## src/rtl/cache_axi_bridge.sv

```systemverilog
// Data-cache to AXI master bridge: line refills and dirty-line write-backs as
// 4x32-bit INCR bursts, single beats for byte/half/word, one read and one write in flight.
module cache_axi_bridge #(
    parameter logic [3:0] RD_ID = 4'd0,
    parameter logic [3:0] WR_ID = 4'd1
) (
    input  logic         clk,
    input  logic         resetn,
    input  logic         rd_req,
    input  logic [2:0]   rd_type,
    input  logic [31:0]  rd_addr,
    output logic         rd_rdy,
    output logic         ret_valid,
    output logic         ret_last,
    output logic [31:0]  ret_data,
    input  logic         wr_req,
    input  logic [2:0]   wr_type,
    input  logic [31:0]  wr_addr,
    input  logic [3:0]   wr_wstrb,
    input  logic [127:0] wr_data,
    output logic         wr_rdy,
    output logic [3:0]   arid,
    output logic [31:0]  araddr,
    output logic [7:0]   arlen,
    output logic [2:0]   arsize,
    output logic [1:0]   arburst,
    output logic         arvalid,
    input  logic         arready,
    input  logic [3:0]   rid,
    input  logic [31:0]  rdata,
    input  logic [1:0]   rresp,
    input  logic         rlast,
    input  logic         rvalid,
    output logic         rready,
    output logic [3:0]   awid,
    output logic [31:0]  awaddr,
    output logic [7:0]   awlen,
    output logic [2:0]   awsize,
    output logic [1:0]   awburst,
    output logic         awvalid,
    input  logic         awready,
    output logic [3:0]   wid,
    output logic [31:0]  wdata,
    output logic [3:0]   wstrb,
    output logic         wlast,
    output logic         wvalid,
    input  logic         wready,
    input  logic [3:0]   bid,
    input  logic [1:0]   bresp,
    input  logic         bvalid,
    output logic         bready
);

    typedef enum logic [1:0] {R_IDLE = 2'd0, R_AR = 2'd1, R_DATA = 2'd2} r_state_e;
    typedef enum logic [1:0] {W_IDLE = 2'd0, W_AW = 2'd1, W_DATA = 2'd2, W_RESP = 2'd3} w_state_e;

    localparam logic [2:0] TYPE_LINE  = 3'b100;
    localparam logic [1:0] BURST_INCR = 2'b01;

    function automatic logic [7:0] axi_len(input logic [2:0] t);
        return (t == TYPE_LINE) ? 8'd3 : 8'd0;
    endfunction

    function automatic logic [2:0] axi_size(input logic [2:0] t);
        return (t == TYPE_LINE) ? 3'd2 : {1'b0, t[1:0]};
    endfunction

    r_state_e       r_state_q, r_state_d;
    logic [31:0]    rd_addr_q, rd_addr_d;
    logic [2:0]     rd_type_q, rd_type_d;

    w_state_e       w_state_q, w_state_d;
    logic [31:0]    wr_addr_q, wr_addr_d;
    logic [2:0]     wr_type_q, wr_type_d;
    logic [127:0]   wr_data_q, wr_data_d;
    logic [3:0]     wr_strb_q, wr_strb_d;
    logic [1:0]     cnt_q, cnt_d;

    logic           raw_block_s;
    logic           wlast_s;
    logic [31:0]    wdata_s;
    logic           unused_s;

    assign unused_s = ^{rid, rresp, bid, bresp};

    // Read-after-write hazard: also compare against a write being accepted this very cycle
    always_comb begin
        if (w_state_q != W_IDLE) begin
            raw_block_s = (rd_addr[31:4] == wr_addr_q[31:4]);
        end else begin
            raw_block_s = wr_req & (rd_addr[31:4] == wr_addr[31:4]);
        end
    end

    assign rd_rdy    = (r_state_q == R_IDLE) & ~raw_block_s;
    assign arid      = RD_ID;
    assign araddr    = rd_addr_q;
    assign arlen     = axi_len(rd_type_q);
    assign arsize    = axi_size(rd_type_q);
    assign arburst   = BURST_INCR;
    assign arvalid   = (r_state_q == R_AR);
    assign rready    = (r_state_q == R_DATA);
    assign ret_valid = (r_state_q == R_DATA) & rvalid;
    assign ret_last  = (r_state_q == R_DATA) & rlast;
    assign ret_data  = rdata;

    // Read FSM next state and request latch
    always_comb begin
        r_state_d = r_state_q;
        rd_addr_d = rd_addr_q;
        rd_type_d = rd_type_q;
        case (r_state_q)
            R_IDLE: begin
                if (rd_req && rd_rdy) begin
                    rd_addr_d = rd_addr;
                    rd_type_d = rd_type;
                    r_state_d = R_AR;
                end else begin
                    r_state_d = R_IDLE;
                end
            end
            R_AR: begin
                if (arready) begin
                    r_state_d = R_DATA;
                end else begin
                    r_state_d = R_AR;
                end
            end
            R_DATA: begin
                if (rvalid && rlast) begin
                    r_state_d = R_IDLE;
                end else begin
                    r_state_d = R_DATA;
                end
            end
            default: r_state_d = R_IDLE;
        endcase
    end

    // Read FSM registers
    always_ff @(posedge clk or negedge resetn) begin
        if (!resetn) begin
            r_state_q <= R_IDLE;
            rd_addr_q <= 32'd0;
            rd_type_q <= 3'd0;
        end else begin
            r_state_q <= r_state_d;
            rd_addr_q <= rd_addr_d;
            rd_type_q <= rd_type_d;
        end
    end

    assign wlast_s = (cnt_q == ((wr_type_q == TYPE_LINE) ? 2'd3 : 2'd0));

    // Select the current write beat from the latched line
    always_comb begin
        case (cnt_q)
            2'd0:    wdata_s = wr_data_q[31:0];
            2'd1:    wdata_s = wr_data_q[63:32];
            2'd2:    wdata_s = wr_data_q[95:64];
            2'd3:    wdata_s = wr_data_q[127:96];
            default: wdata_s = 32'd0;
        endcase
    end

    assign wr_rdy  = (w_state_q == W_IDLE);
    assign awid    = WR_ID;
    assign awaddr  = wr_addr_q;
    assign awlen   = axi_len(wr_type_q);
    assign awsize  = axi_size(wr_type_q);
    assign awburst = BURST_INCR;
    assign awvalid = (w_state_q == W_AW);
    assign wid     = WR_ID;
    assign wdata   = wdata_s;
    assign wstrb   = (wr_type_q == TYPE_LINE) ? 4'hF : wr_strb_q;
    assign wlast   = wlast_s;
    assign wvalid  = (w_state_q == W_DATA);
    assign bready  = (w_state_q == W_RESP);

    // Write FSM next state, request latch and beat counter
    always_comb begin
        w_state_d = w_state_q;
        wr_addr_d = wr_addr_q;
        wr_type_d = wr_type_q;
        wr_data_d = wr_data_q;
        wr_strb_d = wr_strb_q;
        cnt_d     = cnt_q;
        case (w_state_q)
            W_IDLE: begin
                if (wr_req) begin
                    wr_addr_d = wr_addr;
                    wr_type_d = wr_type;
                    wr_data_d = wr_data;
                    wr_strb_d = wr_wstrb;
                    cnt_d     = 2'd0;
                    w_state_d = W_AW;
                end else begin
                    w_state_d = W_IDLE;
                end
            end
            W_AW: begin
                if (awready) begin
                    w_state_d = W_DATA;
                end else begin
                    w_state_d = W_AW;
                end
            end
            W_DATA: begin
                if (wready) begin
                    cnt_d     = cnt_q + 2'd1;
                    w_state_d = wlast_s ? W_RESP : W_DATA;
                end else begin
                    w_state_d = W_DATA;
                end
            end
            W_RESP: begin
                if (bvalid) begin
                    w_state_d = W_IDLE;
                end else begin
                    w_state_d = W_RESP;
                end
            end
            default: w_state_d = W_IDLE;
        endcase
    end

    // Write FSM registers
    always_ff @(posedge clk or negedge resetn) begin
        if (!resetn) begin
            w_state_q <= W_IDLE;
            wr_addr_q <= 32'd0;
            wr_type_q <= 3'd0;
            wr_data_q <= 128'd0;
            wr_strb_q <= 4'd0;
            cnt_q     <= 2'd0;
        end else begin
            w_state_q <= w_state_d;
            wr_addr_q <= wr_addr_d;
            wr_type_q <= wr_type_d;
            wr_data_q <= wr_data_d;
            wr_strb_q <= wr_strb_d;
            cnt_q     <= cnt_d;
        end
    end

endmodule
```

## config.mk

```make
export PLATFORM = sky130hd
export DESIGN_NAME = cache_axi_bridge
export DESIGN_NICKNAME = d
export VERILOG_FILES = /design/src/rtl/cache_axi_bridge.sv
export SDC_FILE = /design/constraint.sdc
export NUM_CORES = 1
export LEC_CHECK = 0
export BUFFER_PORTS_ARGS = -buffer_cell sky130_fd_sc_hd__buf_4
export CORE_AREA = 2 2 170 172
export DETAILED_ROUTE_END_ITERATION = 7
export DIE_AREA = 0 0 172 174
export HOLD_SLACK_MARGIN = 0.03
export PLACE_DENSITY = 0.65
export SYNTH_ARGS = -nofsm -noshare
export SYNTH_HDL_FRONTEND = slang
export SYNTH_SLANG_ARGS = --single-unit
```

## constraint.sdc

```tcl
create_clock -name clk -period 2.25 [get_ports clk]
set_input_delay 0.45 -clock clk [delete_from_list [all_inputs] [get_ports clk]]
set_output_delay 0.45 -clock clk [all_outputs]
set_load 0.05 [all_outputs]
```

==> results.json <==
{
  "leakage_nw": 6.84,
  "internal_power_mw": 14.5,
  "core_mm2": 0.0282,
  "synth_seq_cells": 208,
  "fmax_mhz": 370,
  "ir_drop_uv": 948,
  "slew_headroom_pct": 58.1,
  "post-place-ws_ns": -0.332,
  "placed_cell_area_mm2": 0.0132,
  "drtAntennaViolNets": 0,
  "crit_chain": "buf_4 -> ha_4 -> buf_12 -> a222oi_1 -> mux2i_4 -> buf_6",
  "fin_area_mm2": 0.0147,
  "critPathCaptureType": "primary output",
  "grt_start_max_net_pins": 108,
  "status": "complete, but fails checks",
  "synth-seq-area-share_pct": 52.3,
  "combPwrFrac_pct": 58.8,
  "io_pins": 436,
  "die_w_um": 172,
  "arrival_ns": 2.25,
  "worst_pin_slew_ns": 0.628,
  "finalHoldViolCount": 0,
  "seq_power_share_pct": 26.4,
  "fillers": 2498,
  "slowest_stage": "a222oi_1",
  "whs_ns": 0.116,
  "finalMaxSlewViolations": 0,
  "cts_tree": "built",
  "ys_types": 39,
  "vias": 7407,
  "wire_per_inst_um": 19.8,
  "numPortBuffers": 329,
  "cpLargestDelayFamily": "buffers and inverters",
  "power_density_mw_per_mm2": 1760,
  "power.switching_mw": 11.4,
  "cap_violations": 0,
  "hpwl_um": 21300,
  "fin_crit_ns": 2.70,
  "hp-class": "in2reg",
  "cp_num_buf_inv": 3,
  "vias_per_cell": 4.78,
  "crit_type": "reg2out",
  "p_clk_share_pct": 14.8,
  "area_growth_pct": 48.0,
  "yosysWarnings": 0,
  "crit_path_max_fanout": 8,
  "gp_congestion": 0.832,
  "die_y_um": 174,
  "clk_pin_slew_ns": 0.06,
  "ctsRootBufferMaster": "clkbuf_16",
  "overflow": 0,
  "place_inst": 1469,
  "drc": 0,
  "drt-total-wl_um": 30700,
  "tns_ns": -14.62,
  "syn_area_mm2": 0.00995,
  "grt_first_pass_wirelength_um": 45600,
  "avgSynthCellArea_um2": 12.8,
  "power_mw": 25.9,
  "cts.htree.levels": 1,
  "cts.sink_count": 208,
  "clock_skew_ns": 0.00710,
  "crit_path_start_kind": "flip-flop",
  "first_pass_iters": 8,
  "cts_buffers": 25,
  "postSynth.topFlopCell": "dfrtp_1",
  "min_period_over_period_pct": 120,
  "worst-endpoint-required_ns": 1.80,
  "ys_async_sr_fraction_pct": 100,
  "finalCoreUtilization_pct": 52.2,
  "swShare_pct": 44.0,
  "rsz0062_at_grt": "yes",
  "worstSkewPairLatency_ns": 0.52,
  "violations": "setup timing",
  "dieArea_mm2": 0.0299,
  "antenna_found_initial": 4,
  "nNetsFinal": 1406,
  "setup_viol": 58,
  "slowest_delay_ns": 0.46,
  "clockBufferDepth": 3,
  "synth_edf_count": 0,
  "fin_ws_ns": -0.455,
  "syn_inst": 778,
  "grt_pass1_vias": 7879,
  "instances_no_fill": 1551,
  "initial_utilization_pct": 35.2,
  "layout-drive-gt1-share_pct": 58.1,
  "grtUsageTotal_pct": 19.9,
  "initialDrtViolationCount": 434,
  "rows": 62
}
[layer usage]
metal	vias to the layer above	track usage (%)	wire length, µm	share of wire [%]
met1	3648	24.0	12000	39
met4	0	7.49	1070	3.5
met5	-	0	0	0
met3	68	6.31	2540	8.3
li1	3405	-	-	-
met2	286	33.0	15100	49
[cells in the final DEF (no fill, tap or decap), types with 2 or more instances in the layout]
cell        netlist  final
mux2i_1          33     12
buf_16            0      8
nand2_1          39     38
diode_2           0      4
mux2i_4           0     18
and2_1            3      3
xor2_1           17     17
o22ai_1           2      2
nor3b_4           0      2
nor4_2            0      3
inv_1            41     39
clkbuf_8          0      7
or2_2             4      4
xnor2_2           0      5
clkbuf_16         0     28
conb_1            2     30
a21oi_1           3      3
buf_6             0     28
nand4_1           8      8
ha_4              0      4
buf_8             0      2
mux2i_2           0      3
nand2b_1          3      3
o21ai_0          37     37
buf_12            3     16
clkinvlp_4        0      2
nor2b_1           5      5
mux2_4           30     35
clkbuf_1         33      4
dfrtp_2           0      3
mux2_2          138    133
dfrtp_1         208    205
clkinv_2          0      6
a222oi_1         33     33
buf_4            66    360
xnor2_1          36     31
nor2_1            4      3
a22o_1            3      3
nor4_1            6      3
[final timing paths]
check | depth (start not counted) | slack [ns] | start | to
max | 6 | -0.45 | cnt_q[0] | wdata[11]
max in group asynchronous | 3 | 1.05 | resetn | araddr[27]
min | 2 | 0.12 | bvalid | w_state_q[1]
max reg2reg | 10 | -0.07 | awaddr[11] | araddr[21]
min reg2reg | 1 | 0.50 | wr_strb_q[1] | wr_strb_q[1]
min in group asynchronous | 2 | 0.49 | resetn | wr_type_q[1]
[sequential cells by signal, summed over array words and instances, names as in the netlist, 3 cells and up]
signal	count
araddr	32
awaddr	32
wr_type_q	3
wr_data_q	128
rd_type_q	3
wr_strb_q	4
[area by class of cell]
| class | count | area, µm² | area share, % |
|---|---|---|---|
| inverters | 41 | 156 | 1.06 |
| multi-input cells | 451 | 4410 | 29.9 |
| diodes | 4 | 10.0 | 0.0679 |
| repair buffers | 419 | 3690 | 25.0 |
| flip-flops and latches | 208 | 5210 | 35.4 |
| clock buffers | 35 | 723 | 4.91 |
| clock inverters | 9 | 53.8 | 0.365 |
| well taps | 384 | 480 | 3.26 |
[Yosys cell counts (5+ instances only)]
library cell	instances	area (µm²)
inv_1	41	154
nand4_1	8	50.1
xor2_1	17	149
nor4_1	6	37.5
nor2b_1	5	31.3
mux2_2	138	1550
mux2i_1	33	330
a222oi_1	33	330
clkbuf_1	33	124
xnor2_1	36	315
buf_4	66	495
mux2_4	30	450
dfrtp_1	208	5200
o21ai_0	37	185
nand2_1	39	146
[power groups by stage]
stage	clock, mW	sequential (mW)	combinational, mW
finish	3.83	6.83	15.2
global route	4.08	7.07	16.0
CTS	3.92	6.81	15.0
global placement	0	6.75	13.7
detailed placement	0	6.83	13.9
floorplan	0	8.61	7.96
[cells by family after synthesis]
kind of cell / share of synthesized area, %
other: 0.0755
buffers and inverters: 8.54
XOR/XNOR: 4.66
adder cells (fa/ha/maj): 0.503
flip-flops: 52.3
AO/OA/AOI/OAI: 6.22
multiplexers: 23.5
AND/OR/NAND/NOR: 4.22
[timing repair]
item / in CTS / in global routing
resized for setup: 53 / 24
cloned: 9 / 3
buffers inserted: 14 / 11
hold buffers: 1 / 0
pin swaps: 33 / 29
setup endpoints to repair: 69 / 69
hold endpoints to repair: 60 / 0
Note: power is estimated with default switching activity, not from simulation.
